==> src/rtl/spi_mic_apb_fifo.sv <==
// SPI microphone capture into a DEPTH-entry FIFO behind a zero-wait-state APB slave.
// Define SPI_MIC_SIGNEXT_EN to sign-extend DATA reads from bit SAMPLE_W-1.
module spi_mic_apb_fifo #(
    parameter int SAMPLE_W   = 16,
    parameter int DEPTH      = 16,
    parameter int SCLK_HALF  = 4,
    parameter int SAMPLE_DIV = 500
) (
    input  logic        PCLK,
    input  logic        PRESET,
    input  logic        PSEL,
    input  logic        PENABLE,
    input  logic        PWRITE,
    input  logic [3:0]  PADDR,
    input  logic [15:0] PWDATA,
    output logic [15:0] PRDATA,
    output logic        PREADY,
    input  logic        MISO,
    output logic        CS_b,
    output logic        sclk,
    output logic        interrupt
);
    localparam int AW = (DEPTH > 1) ? $clog2(DEPTH) : 1;
    localparam int LW = AW + 1;
    localparam int TW = $clog2(SAMPLE_DIV);
    localparam int HW = $clog2(SCLK_HALF + 1);
    localparam int BW = $clog2(2 * SAMPLE_W + 1);
    localparam logic [TW-1:0] DIV_LAST  = TW'(SAMPLE_DIV - 1);
    localparam logic [HW-1:0] HALF_LAST = HW'(SCLK_HALF - 1);
    localparam logic [BW-1:0] BIT_LAST  = BW'(2 * SAMPLE_W - 1);
    localparam logic [LW-1:0] FULL_LVL  = LW'(DEPTH);

    typedef enum logic [2:0] {IDLE, LEAD, SHIFT, TRAIL, PUSH} state_e;

    state_e              state_q, state_d;
    logic [TW-1:0]       tick_cnt_q, tick_cnt_d;
    logic [HW-1:0]       half_q, half_d;
    logic [BW-1:0]       bit_q, bit_d;
    logic                sclk_q, sclk_d, cs_b_q, cs_b_d;
    logic [SAMPLE_W-1:0] shift_q, shift_d;
    logic [SAMPLE_W-1:0] mem_q [DEPTH];
    logic [SAMPLE_W-1:0] mem_d [DEPTH];
    logic [AW-1:0]       wr_ptr_q, wr_ptr_d, rd_ptr_q, rd_ptr_d;
    logic [LW-1:0]       level_q, level_d;
    logic                en_q, en_d, irq_en_q, irq_en_d;
    logic [7:0]          thresh_q, thresh_d;
    logic                ovf_q, ovf_d, miss_q, miss_d, irq_q, irq_d;

    logic        tick, push, push_ok, pop, access, rd, wr, empty, full;
    logic [1:0]  sel;
    logic [15:0] head_ext, status;
    logic        unused_ok;

    assign access = PSEL && PENABLE;
    assign rd     = access && !PWRITE;
    assign wr     = access && PWRITE;
    assign sel    = PADDR[3:2];
    assign empty  = (level_q == '0);
    assign full   = (level_q == FULL_LVL);
    assign tick   = en_q && (tick_cnt_q == DIV_LAST);
    assign status = {ovf_q, miss_q, full, empty, 4'b0, 8'(level_q)};
    assign unused_ok = ^{PADDR[1:0], PWDATA[7:2]};

    // Frame sequencer: all phase lengths are counted in PCLK cycles by half_q.
    always_comb begin
        state_d = state_q;
        half_d  = half_q;
        bit_d   = bit_q;
        sclk_d  = sclk_q;
        cs_b_d  = cs_b_q;
        shift_d = shift_q;
        push    = 1'b0;
        case (state_q)
            IDLE: if (tick) begin
                state_d = LEAD;
                cs_b_d  = 1'b0;
                half_d  = '0;
            end
            LEAD: if (half_q == HALF_LAST) begin
                state_d = SHIFT;
                half_d  = '0;
                bit_d   = '0;
                sclk_d  = 1'b1;
                shift_d = (shift_q << 1) | SAMPLE_W'(MISO);
            end else half_d = half_q + 1'b1;
            SHIFT: if (half_q == HALF_LAST) begin
                half_d = '0;
                if (bit_q == BIT_LAST) begin
                    state_d = TRAIL;
                    sclk_d  = 1'b0;
                end else begin
                    bit_d  = bit_q + 1'b1;
                    sclk_d = !sclk_q;
                    if (!sclk_q) shift_d = (shift_q << 1) | SAMPLE_W'(MISO);
                end
            end else half_d = half_q + 1'b1;
            TRAIL: if (half_q == HALF_LAST) begin
                state_d = PUSH;
                cs_b_d  = 1'b1;
            end else half_d = half_q + 1'b1;
            PUSH: begin
                push    = 1'b1;
                state_d = IDLE;
            end
            default: state_d = IDLE;
        endcase
    end

    // A full FIFO still accepts a push when a pop frees the head in the same cycle.
    always_comb begin
        tick_cnt_d = (!en_q || tick) ? '0 : tick_cnt_q + 1'b1;
        pop        = rd && (sel == 2'd0) && !empty;
        push_ok    = push && (!full || pop);
        mem_d      = mem_q;
        wr_ptr_d   = wr_ptr_q;
        rd_ptr_d   = rd_ptr_q;
        level_d    = level_q;
        if (push_ok) begin
            mem_d[wr_ptr_q] = shift_q;
            wr_ptr_d        = wr_ptr_q + 1'b1;
        end
        if (pop) rd_ptr_d = rd_ptr_q + 1'b1;
        if (push_ok && !pop) level_d = level_q + 1'b1;
        else if (!push_ok && pop) level_d = level_q - 1'b1;

        en_d     = en_q;
        irq_en_d = irq_en_q;
        thresh_d = thresh_q;
        if (wr && sel == 2'd2) begin
            en_d     = PWDATA[0];
            irq_en_d = PWDATA[1];
            thresh_d = PWDATA[15:8];
        end
        ovf_d  = ovf_q;
        miss_d = miss_q;
        if (wr && sel == 2'd1 && PWDATA[15]) ovf_d = 1'b0;
        if (wr && sel == 2'd1 && PWDATA[14]) miss_d = 1'b0;
        if (push && full && !pop) ovf_d = 1'b1;
        if (tick && state_q != IDLE) miss_d = 1'b1;

        irq_d = (irq_en_q && thresh_q != 8'd0 &&
                 ({8'd0, level_q} >= {LW'(0), thresh_q})) || ovf_q;
    end

    always_comb begin
        head_ext = 16'(mem_q[rd_ptr_q]);
`ifdef SPI_MIC_SIGNEXT_EN
        for (int i = SAMPLE_W; i < 16; i++) head_ext[i] = mem_q[rd_ptr_q][SAMPLE_W-1];
`endif
        PRDATA = 16'h0;
        if (rd) begin
            case (sel)
                2'd0:    PRDATA = empty ? 16'h0 : head_ext;
                2'd1:    PRDATA = status;
                2'd2:    PRDATA = {thresh_q, 6'b0, irq_en_q, en_q};
                default: PRDATA = 16'h0;
            endcase
        end
    end

    always_ff @(posedge PCLK or posedge PRESET) begin
        if (PRESET) begin
            state_q    <= IDLE;
            tick_cnt_q <= '0;
            half_q     <= '0;
            bit_q      <= '0;
            sclk_q     <= 1'b0;
            cs_b_q     <= 1'b1;
            shift_q    <= '0;
            mem_q      <= '{default: '0};
            wr_ptr_q   <= '0;
            rd_ptr_q   <= '0;
            level_q    <= '0;
            en_q       <= 1'b0;
            irq_en_q   <= 1'b0;
            thresh_q   <= '0;
            ovf_q      <= 1'b0;
            miss_q     <= 1'b0;
            irq_q      <= 1'b0;
        end else begin
            state_q    <= state_d;
            tick_cnt_q <= tick_cnt_d;
            half_q     <= half_d;
            bit_q      <= bit_d;
            sclk_q     <= sclk_d;
            cs_b_q     <= cs_b_d;
            shift_q    <= shift_d;
            mem_q      <= mem_d;
            wr_ptr_q   <= wr_ptr_d;
            rd_ptr_q   <= rd_ptr_d;
            level_q    <= level_d;
            en_q       <= en_d;
            irq_en_q   <= irq_en_d;
            thresh_q   <= thresh_d;
            ovf_q      <= ovf_d;
            miss_q     <= miss_d;
            irq_q      <= irq_d;
        end
    end

    assign PREADY    = access;
    assign CS_b      = cs_b_q;
    assign sclk      = sclk_q;
    assign interrupt = irq_q;
endmodule

==> config.mk <==
export PLATFORM = sky130hd
export DESIGN_NAME = spi_mic_apb_fifo
export DESIGN_NICKNAME = d
export VERILOG_FILES = /design/src/rtl/spi_mic_apb_fifo.sv
export SDC_FILE = /design/constraint.sdc
export NUM_CORES = 1
export LEC_CHECK = 0
export ABC_AREA = 1
export BUFFER_PORTS_ARGS = -buffer_cell sky130_fd_sc_hd__buf_2
export CAP_MARGIN = 40
export CORE_UTILIZATION = 50
export CTS_CLUSTER_DIAMETER = 200
export DETAILED_ROUTE_END_ITERATION = 10
export HOLD_SLACK_MARGIN = 0.02
export PLACE_DENSITY_LB_ADDON = 0.1
export SLEW_MARGIN = 15
export SYNTH_ARGS = -nofsm -noshare
export SYNTH_HDL_FRONTEND = slang
export SYNTH_SLANG_ARGS = --single-unit
==> constraint.sdc <==
create_clock -name PCLK -period 26.3 [get_ports PCLK]
set_clock_uncertainty 0.1 [all_clocks]
set_input_delay 1.315 -clock PCLK [delete_from_list [all_inputs] [get_ports PCLK]]
set_output_delay 1.315 -clock PCLK [all_outputs]
set_load 0.1 [all_outputs]
==> results.txt, run 1 <==
worst hold slack -> 0.360 ns
HPWL Detailed -> 28900 um
required time of the worst setup path -> 24.89 ns
grt ovf -> 0
vias in the first global route -> 14200
final antenna-violating net count -> 0
row count -> 67
Post-synth top cells -> nand2_1, dfrtp_1, nand4_1
hold depth -> 2
CTS hold repair buffers -> 0
setup TNS -> 0 ns
Max IR drop VDD -> 0.0545 mV
finished layout cell area -> 0.0187 mm2
CP cell instances -> inv_4 > buf_4 > nor2_1 > nor2_1 > o21ai_0 > o211ai_1 > nand3_1 > a21oi_1 > buf_2
dominant cell by count in the synthesized netlist -> nand2_1
Crit. path cell count -> 9
leak pwr -> 9.63 nW
Syn Area/Cell -> 7.67 um2
clock slew at reported path FFs -> 0.06 ns
worst path bufs/invs -> 3
power per cell area -> 82.3 mW/mm2
crit path launch -> rd_ptr_q[0]
most frequent cell on the critical path -> nor2_1
Synth area leaders -> dfrtp_1, nand2_1, nand4_1
DRT Pass-1 Iters -> 5
Yosys reg bits -> 321
R2R Path Start -> level_q[1]
max-cap viol count -> 0
initial drt markers -> 1556
max incr delay on CP -> 0.78 ns
outcome -> finished clean
Clock power frac -> 34.8%
Total GRT Usage -> 29.4%
Die ar. -> 0.0353 mm2
top-area cell type share of the netlist area -> 46.4%
Final nets -> 2231
insertion delay of the later-clocked pin in the worst-skew pair -> 0.53 ns
post-CTS setup buffer count -> 0
GP Congestion -> 0.900
Clock Tree Buf Depth -> 3
final setup violation count -> 0
Switching Fraction -> 37.7%
post-synth cell types -> 42
share of cells above drive strength 1 -> 7.68%
HP Start -> CS_b
antenna violations before repair -> 0
Worst Setup End Kind -> primary output
Sequential Power Share -> 34.7%
final hold vios -> 0
largest net degree at the start of global routing -> 175
n_diodes -> 0
worst-margin pin slew -> 1.06 ns
Slowest cell on crit path -> buf_4
post-layout min period -> 5.31 ns
CTS root buffer -> clkbuf_16
post-synthesis sequential area ratio -> 46.6%
CP Class -> reg -> out
R2R depth -> 11
post-route clock period utilization -> 20.2%
area leader, netlist -> dfrtp_1
Routed WL -> 51100 um
Die Width -> 188 um
drt drc -> 0
Rel. slew slack -> 29.1%
Tot Pwr -> 1.54 mW
Psw -> 0.581 mW
FMAX -> 188 MHz
DR vias/cell -> 5.71
Starting Density -> 51.1%
CP arrival -> 3.90 ns
Post-Syn Nets -> 2297
number of synthesized flops with an enable pin -> 0
Max FO, Critical Path -> 61
Logic pwr share -> 30.5%
Inst Count DP -> 2592
Slew Limit Fails -> 0
total CTS buffers -> 37
Final Non-Filler Cells -> 2661
RSZ-0062 raised after global routing -> no
Buffers on Ports -> 37
CP top delay family -> buffers and inverters
H-tree depth -> 2
Syn. warnings -> 0
ys async rst share -> 100%
Layout area overhead -> 8.35%
core area -> 0.0338 mm2
internal power -> 0.958 mW
worst hold path class -> reg -> reg
total I/O pin count -> 46
CTS tree -> yes
Post-Syn Area -> 0.0173 mm2
first-pass GRT wire length -> 81300 um
top_reg_cell synth -> dfrtp_1
startpoint types -> flop
cts repair resizes -> 0
area post-placement -> 0.0174 mm2
Post-Synthesis Cells -> 2250
Vias -> 15200
routed length per instance -> 19.2 um
Die Y -> 188 um
clk sink count -> 321
metal layers:
metal / global-route usage (%) / wire [um] / up-vias
li1: - / - / 7281
met1: 42.7 / 22900 / 7305
met2: 46.6 / 23400 / 535
met3: 3.20 / 3590 / 86
met4: 8.57 / 1290 / 0
met5: 0 / 0 / -
sequential cells by signal, indices dropped and copies added (netlist names), 3 cells and up:
name        cells
bit_q           6
half_q          3
level_q         5
mem_q         256
rd_ptr_q        4
shift_q        16
state_q         3
thresh_q        8
tick_cnt_q      9
wr_ptr_q        4
placed cells by master, fill, tap and decap left out, drive strengths merged, types with 3 or more instances in the layout:
master	netlist	layout
nand2	793	793
dfrtp	320	320
nand4	264	264
inv	176	176
nand3	150	150
nor2	143	143
o21ai	91	91
buf	122	77
clkbuf	60	59
a21oi	40	40
o211ai	21	21
ha	20	20
xor2	14	14
o22ai	10	10
nor3	7	7
clkinv	1	7
xnor2	3	3
bufinv	0	3
power by group through the flow:
stage                     Sequential, mW  Clock [mW]  Combinational (mW)
after floorplan                    0.530           0               0.347
after global placement             0.542           0               0.460
after detailed placement           0.542           0               0.461
after CTS                          0.533       0.543               0.464
after global routing               0.536       0.563               0.514
final                              0.534       0.536               0.470
tightest hold or removal path: stages (launching register included):
cell     delay [ns]
dfstp_2        0.36
nand2_1        0.05
nand2_1        0.04
final cells by class:
cell class	count	area [um2]
Sequential cell	321	8040
Multi-Input combinational cell	1570	7570
Inverter	177	674
Clock buffer	59	1140
Tap cell	448	561
Fill cell	3234	15100
Timing Repair Buffer	77	584
Clock inverter	9	124
path summary, 6_finish.rpt:
| path | end | slack (ns) |
|---|---|---|
| max | PRDATA[5] | 20.99 |
| min | CS_b | 0.36 |
| max reg2reg | mem_q[206] | 22.12 |
| min reg2reg | CS_b | 0.36 |
| max in group asynchronous | mem_q[133] | 23.51 |
| min in group asynchronous | mem_q[215] | 0.74 |
logic make-up after synthesis:
family | synth area share, %
XOR/XNOR | 0.863
flip-flops | 46.6
AND/OR/NAND/NOR | 35.9
multiplexers | 0.123
AO/OA/AOI/OAI | 5.37
buffers and inverters | 9.60
adder cells (fa/ha/maj) | 1.57
through the flow:
step / worst slack, ns / util (%)
after floorplan: 16.00 / -
after global placement: 21.26 / 51.2
after detailed placement: 21.21 / 51.6
after CTS: 21.05 / 55.3
after global routing: 20.82 / 55.3
final: 20.99 / 55.3
No activity file was read; power rests on OpenSTA's default activity.
==> run 2, diff against run 1 <==
clock period = 4.72 ns   (was 26.3 ns; I/O delays follow)
==> run 2 against run 1 <==
  * Cell area up 1.2%
  * Non-clock buffer count increased by 21
  * Clock-buffer cell count down 9
  * Sequential share of layout area decreased by 0.53 points
  * Worst hold slack worse by 0.27 ns
  * Critical endpoint is now PRDATA[13]
  * Largest cell class unchanged
  * Final cell count increased by 0.60%
  * Clock power grew to 5.3 times the previous value
  * Combinational power grew to 5.8 times the previous value
  * Die area unchanged
  * Wire length is 0.52% higher
  * Critical path depth increased by 1
  * Flip-flop and latch count is the same
==> results.txt, run 2 (same netlist as run 1, synthesis figures left out) <==
outcome -> finished clean
Final WS setup -> 1.08 ns
Slew Limit Fails -> 0
vias in the first global route -> 14200
most frequent cells in the layout -> nand2_1, dfrtp_1, nand4_1
Most flops, register -> mem_q
worst hold path class -> in -> reg
most frequent cell on the critical path -> nand2_1
Rel. slew slack -> 32.5%
max FFs per register -> 256
Starting Density -> 51.1%
clk sink count -> 321
Seq. cell area -> 0.00804 mm2
Die ar. -> 0.0353 mm2
DRT Pass-1 Iters -> 6
worst r2r dst -> level_q[4]
FMAX -> 275 MHz
Die Width -> 188 um
startpoint types -> flop
HPWL Detailed -> 29700 um
insertion delay of the later-clocked pin in the worst-skew pair -> 0.53 ns
Routed WL -> 51400 um
grt ovf -> 0
max-cap viol count -> 0
setup slack at placement -> 1.35 ns
final hold vios -> 0
setup TNS -> 0 ns
CTS hold repair buffers -> 12
CP arrival -> 3.30 ns
area of the multi-input gates -> 0.00757 mm2
post-route clock period utilization -> 77.1%
Clock Tree Buf Depth -> 3
final setup violation count -> 0
R2R Path Start -> level_q[1]
H-tree depth -> 2
R2R depth -> 17
largest net degree at the start of global routing -> 166
GP Congestion -> 0.904
final antenna-violating net count -> 0
max incr delay on CP -> 0.80 ns
fillcell total -> 3184
biggest regs -> mem_q: 256 flops, shift_q: 16 flops, tick_cnt_q: 9 flops
CP cell instances -> buf_4 > nand2_1 > nand2_1 > nand2_1 > nand3_1 > nand3_1 > nand2_1 > nand2_1 > a21oi_1 > buf_2
antenna violations before repair -> 0
worst path bufs/invs -> 2
leak pwr -> 9.74 nW
required time of the worst setup path -> 4.38 ns
WHS Endpoint -> rd_ptr_q[0]
CP Class -> reg -> out
n_diodes -> 0
Max FO, Critical Path -> 47
CP top delay family -> buffers and inverters
post-layout min period -> 3.64 ns
core area -> 0.0338 mm2
RSZ-0062 raised after global routing -> no
first-pass GRT wire length -> 81600 um
power per cell area -> 451 mW/mm2
total I/O pin count -> 46
Vias -> 15300
share of cells above drive strength 1 -> 7.99%
hold depth -> 5
Total GRT Usage -> 29.5%
cts repair resizes -> 0
total CTS buffers -> 37
Slowest cell on crit path -> dfrtp_4
Buffers on Ports -> 37
Layout area overhead -> 9.69%
clock slew at reported path FFs -> 0.06 ns
worst hold slack -> 0.0881 ns
Worst Setup End Kind -> primary output
DR vias/cell -> 5.72
Die Y -> 188 um
drt drc -> 0
Final nets -> 2252
CTS root buffer -> clkbuf_16
worst-margin pin slew -> 1.01 ns
initial drt markers -> 1620
HP Start -> PADDR[3]
Max IR drop VDD -> 0.342 mV
post-CTS setup buffer count -> 0
routed length per instance -> 19.2 um
row count -> 67
r2r setup slk -> 1.34 ns
commonest non-fill, non-tap cell in the layout -> nand2_1
CTS tree -> yes
[run 2: changes by cell type in the layout (fill, tap and decap cells not counted), sizes merged]
cell	delta
clkbuf	-9
dlygate4sd3	+12
bufinv	-1
clkinvlp	+2
clkinv	+3
buf	+9
[run 2: worst register-to-register path, stage by stage (launching register included)]
cell     delay [ns]
dfrtp_1        0.40
inv_1          0.15
nand4_2        0.14
nand2_2        0.08
nor2_4         0.26
inv_2          0.20
nand2_8        0.21
nand2_1        0.19
inv_1          0.21
ha_1           0.30
inv_1          0.14
ha_1           0.31
inv_1          0.04
o21ai_0        0.15
a21oi_1        0.10
xor2_1         0.15
nand2_1        0.06
o21ai_0        0.07
[run 2: per-layer routing]
layer  vias to the layer above  wire length (um)  GRT usage [%]
met5                         -                 0              0
met4                         0              1490           8.85
met3                        80              3470           3.89
met2                       510             23000           45.0
met1                      7424             23400           43.8
li1                       7299                 -              -
[run 2: layout make-up]
| type | count | share of cell area (%) |
|---|---|---|
| inverter | 177 | 3.54 |
| timing repair buffer | 98 | 4.77 |
| multi-input combinational | 1570 | 40.0 |
| tap | 448 | 2.96 |
| clock inverter | 13 | 0.661 |
| sequential | 321 | 42.5 |
| clock buffer | 50 | 5.59 |
[run 2: worst max path at each step]
stage | startpoint | to | slack, ns | cells after the start
2_1_floorplan | PRESET | bit_q[0] | 0.10 | 1
3_3_place_gp | level_q[2] | level_q[4] | 1.41 | 17
3_5_place_dp | level_q[1] | level_q[4] | 1.35 | 17
4_1_cts | rd_ptr_q[0] | PRDATA[13] | 1.15 | 10
5_1_grt | rd_ptr_q[0] | PRDATA[13] | 0.92 | 10
6_report | rd_ptr_q[0] | PRDATA[13] | 1.08 | 10
[run 2: power by group]
group	leakage [nW]	total (mW)	switching [mW]	internal, mW
combinational	4.74	2.72	1.94	0.789
clock	0.586	2.83	1.16	1.68
sequential	4.41	2.98	0.149	2.83
total	9.74	8.54	3.24	5.30
[run 2: metrics by stage]
stage	utilization (%)	instance area (um2)	power, mW	cells
6_report	56.0	18900	8.54	2677
5_1_grt	56.0	18900	8.95	2677
4_1_cts	55.9	18900	8.53	2674
3_5_place_dp	52.0	17600	5.69	2599
3_3_place_gp	51.4	17400	5.61	2588
2_1_floorplan	-	17300	4.88	2250
==> run 3, diff against run 2 <==
ABC_AREA = 0   (was 1)
clock period = 3.3 ns   (was 4.72 ns; I/O delays follow)
==> run 3 against run 2 <==
  * Non-clock buffer count fell by 7
  * Global-route usage is 6.5 points lower
  * First-iteration DRC count shrank 75%
  * Total power up 9.1%
  * Worst setup slack got worse by 1.0 ns
  * Synthesized cell count is 54% lower
  * Clock-buffer cell count is 9 higher
  * Flip-flop and latch count stayed put
  * Largest cell class unchanged
==> results.txt, run 3 <==
HP Start -> PSEL
area post-placement -> 0.0162 mm2
required time of the worst setup path -> 3.03 ns
antenna violations before repair -> 0
max incr delay on CP -> 0.82 ns
worst r2r dst -> level_q[4]
max FFs per register -> 256
WHS Endpoint -> miss_q
Inst Count DP -> 1441
Layout area overhead -> 13.7%
routed length per instance -> 22.5 um
share of cells above drive strength 1 -> 45.9%
Syn. warnings -> 0
Yosys reg bits -> 321
worst hold slack -> 0.0512 ns
Die ar. -> 0.0316 mm2
worst-margin pin slew -> 0.766 ns
CTS root buffer -> clkbuf_16
worst path bufs/invs -> 1
Post-Syn Area -> 0.0155 mm2
Slew Limit Fails -> 0
post-route clock period utilization -> 98.8%
outcome -> finished clean
power per cell area -> 530 mW/mm2
Slowest cell on crit path -> dfrtp_2
Max IR drop VDD -> 0.389 mV
vias in the first global route -> 9280
drt drc -> 0
RSZ-0062 raised after global routing -> no
Post-Synthesis Cells -> 1041
Final Non-Filler Cells -> 1524
Post-synth top cells -> dfrtp_1, mux2_2, mux4_2
top-area cell type share of the netlist area -> 51.8%
Worst Setup End Kind -> primary output
max-cap viol count -> 0
area leader, netlist -> dfrtp_1
post-synthesis sequential area ratio -> 52.0%
R2R depth -> 9
clock slew at reported path FFs -> 0.06 ns
r2r setup slk -> 0.38 ns
Die Width -> 178 um
hold depth -> 6
Syn Area/Cell -> 14.8 um2
final antenna-violating net count -> 0
Post-Syn Nets -> 1088
total I/O pin count -> 46
Routed WL -> 34300 um
post-synth cell types -> 65
startpoint types -> flop
final setup violation count -> 0
finished layout cell area -> 0.0176 mm2
worst hold path class -> in -> reg
n_diodes -> 0
number of synthesized flops with an enable pin -> 0
post-layout min period -> 3.26 ns
ys async rst share -> 100%
CTS tree -> yes
dominant cell by count in the synthesized netlist -> dfrtp_1
CP arrival -> 3.00 ns
Starting Density -> 50.7%
final hold vios -> 0
Total GRT Usage -> 23.1%
leak pwr -> 8.38 nW
largest net degree at the start of global routing -> 73
Synth area leaders -> dfrtp_1, mux2_2, mux4_2
initial drt markers -> 409
insertion delay of the later-clocked pin in the worst-skew pair -> 0.52 ns
CP Class -> reg -> out
DR vias/cell -> 5.72
Buffers on Ports -> 37
HPWL Detailed -> 20700 um
Most flops, register -> mem_q
CP cell instances -> mux4_2 > mux2_2 > o21ai_0 > o22ai_1 > buf_2
Tot Pwr -> 9.32 mW
clk sink count -> 321
grt ovf -> 0
Rel. slew slack -> 47.6%
core area -> 0.0305 mm2
commonest non-fill, non-tap cell in the layout -> dfrtp_1
fillcell total -> 2460
biggest regs -> mem_q: 256 flops, shift_q: 16 flops, tick_cnt_q: 9 flops
most frequent cells in the layout -> dfrtp_1, mux2_2, mux4_2
Final WS setup -> 0.0388 ns
DRT Pass-1 Iters -> 4
first-pass GRT wire length -> 54400 um
CP top delay family -> flip-flops
setup slack at placement -> 0.350 ns
Vias -> 8722
R2R Path Start -> level_q[1]
Final nets -> 1148
FMAX -> 307 MHz
H-tree depth -> 2
Max FO, Critical Path -> 24
Clock Tree Buf Depth -> 3
total CTS buffers -> 37
top_reg_cell synth -> dfrtp_1
row count -> 64
Die Y -> 178 um
GP Congestion -> 0.783
[run 3: cells by family (layout without fill, tap and decap cells)]
logic type,after synthesis,after routing,share of synthesized area [%]
multiplexers,374,374,32.3
flip-flops,321,321,52.0
AND/OR/NAND/NOR,142,142,5.80
buffers and inverters,89,176,3.55
AO/OA/AOI/OAI,71,71,3.34
adder cells (fa/ha/maj),22,22,1.81
XOR/XNOR,22,22,1.25
[run 3: what timing repair did]
action	4_1_cts	5_1_grt
gates resized for setup	0	2
buffers inserted	1	0
pin swaps	0	0
hold buffers	16	0
endpoints found under the hold margin	212	0
gates cloned	0	0
endpoints found under the setup margin	6	12
[run 3: layer usage]
layer / vias to the layer above / wire length, um / global-route usage, %
met2: 126 / 17000 / 39.5
li1: 3979 / - / -
met3: 56 / 997 / 3.13
met5: - / 0 / 0
met1: 4561 / 15400 / 30.5
met4: 0 / 851 / 7.12
[run 3: cell type report]
cell class	count	area (um2)	area share [%]
timing repair buffer	91	831	4.73
inverter	19	75.1	0.427
multi-input combinational	631	6940	39.5
tap	396	495	2.82
clock buffer	59	1120	6.38
sequential	321	8040	45.8
clock inverter	7	66.3	0.377
[run 3: through the flow]
stage / TNS, ns / util [%]
2_1_floorplan: -398.61 / -
4_1_cts: 0 / 57.6
3_3_place_gp: 0 / 53.0
3_5_place_dp: 0 / 53.1
6_report: 0 / 57.6
5_1_grt: 0 / 57.6
[run 3: worst reg2reg max path, delay by kind of cell, from the launching register on]
kind	cells	cell delay, ns
flip-flops	1	0.46
AND/OR/NAND/NOR	1	0.55
XOR/XNOR	1	0.13
adder cells (fa/ha/maj)	2	0.50
AO/OA/AOI/OAI	3	0.72
buffers and inverters	1	0.15
multiplexers	1	0.23
[run 3: worst max-delay path by stage]
stage | start | end | slack (ns) | cells past startpoint
final | rd_ptr_q[3] | PRDATA[14] | 0.04 | 5
after global routing | rd_ptr_q[3] | PRDATA[14] | 0.007 | 5
after CTS | rd_ptr_q[0] | PRDATA[13] | 0.02 | 6
after detailed placement | PWRITE | level_q[4] | 0.35 | 11
after global placement | PWRITE | level_q[4] | 0.38 | 11
after floorplan | PRESET | bit_q[0] | -1.24 | 1
[run 3: where the power goes]
| group | total, mW | leakage [nW] | switching (mW) | internal [mW] |
|---|---|---|---|---|
| Clock | 3.97 | 0.581 | 1.56 | 2.40 |
| Combinational | 1.10 | 3.37 | 0.603 | 0.502 |
| Sequential | 4.25 | 4.43 | 0.218 | 4.03 |
| Total | 9.32 | 8.38 | 2.38 | 6.94 |
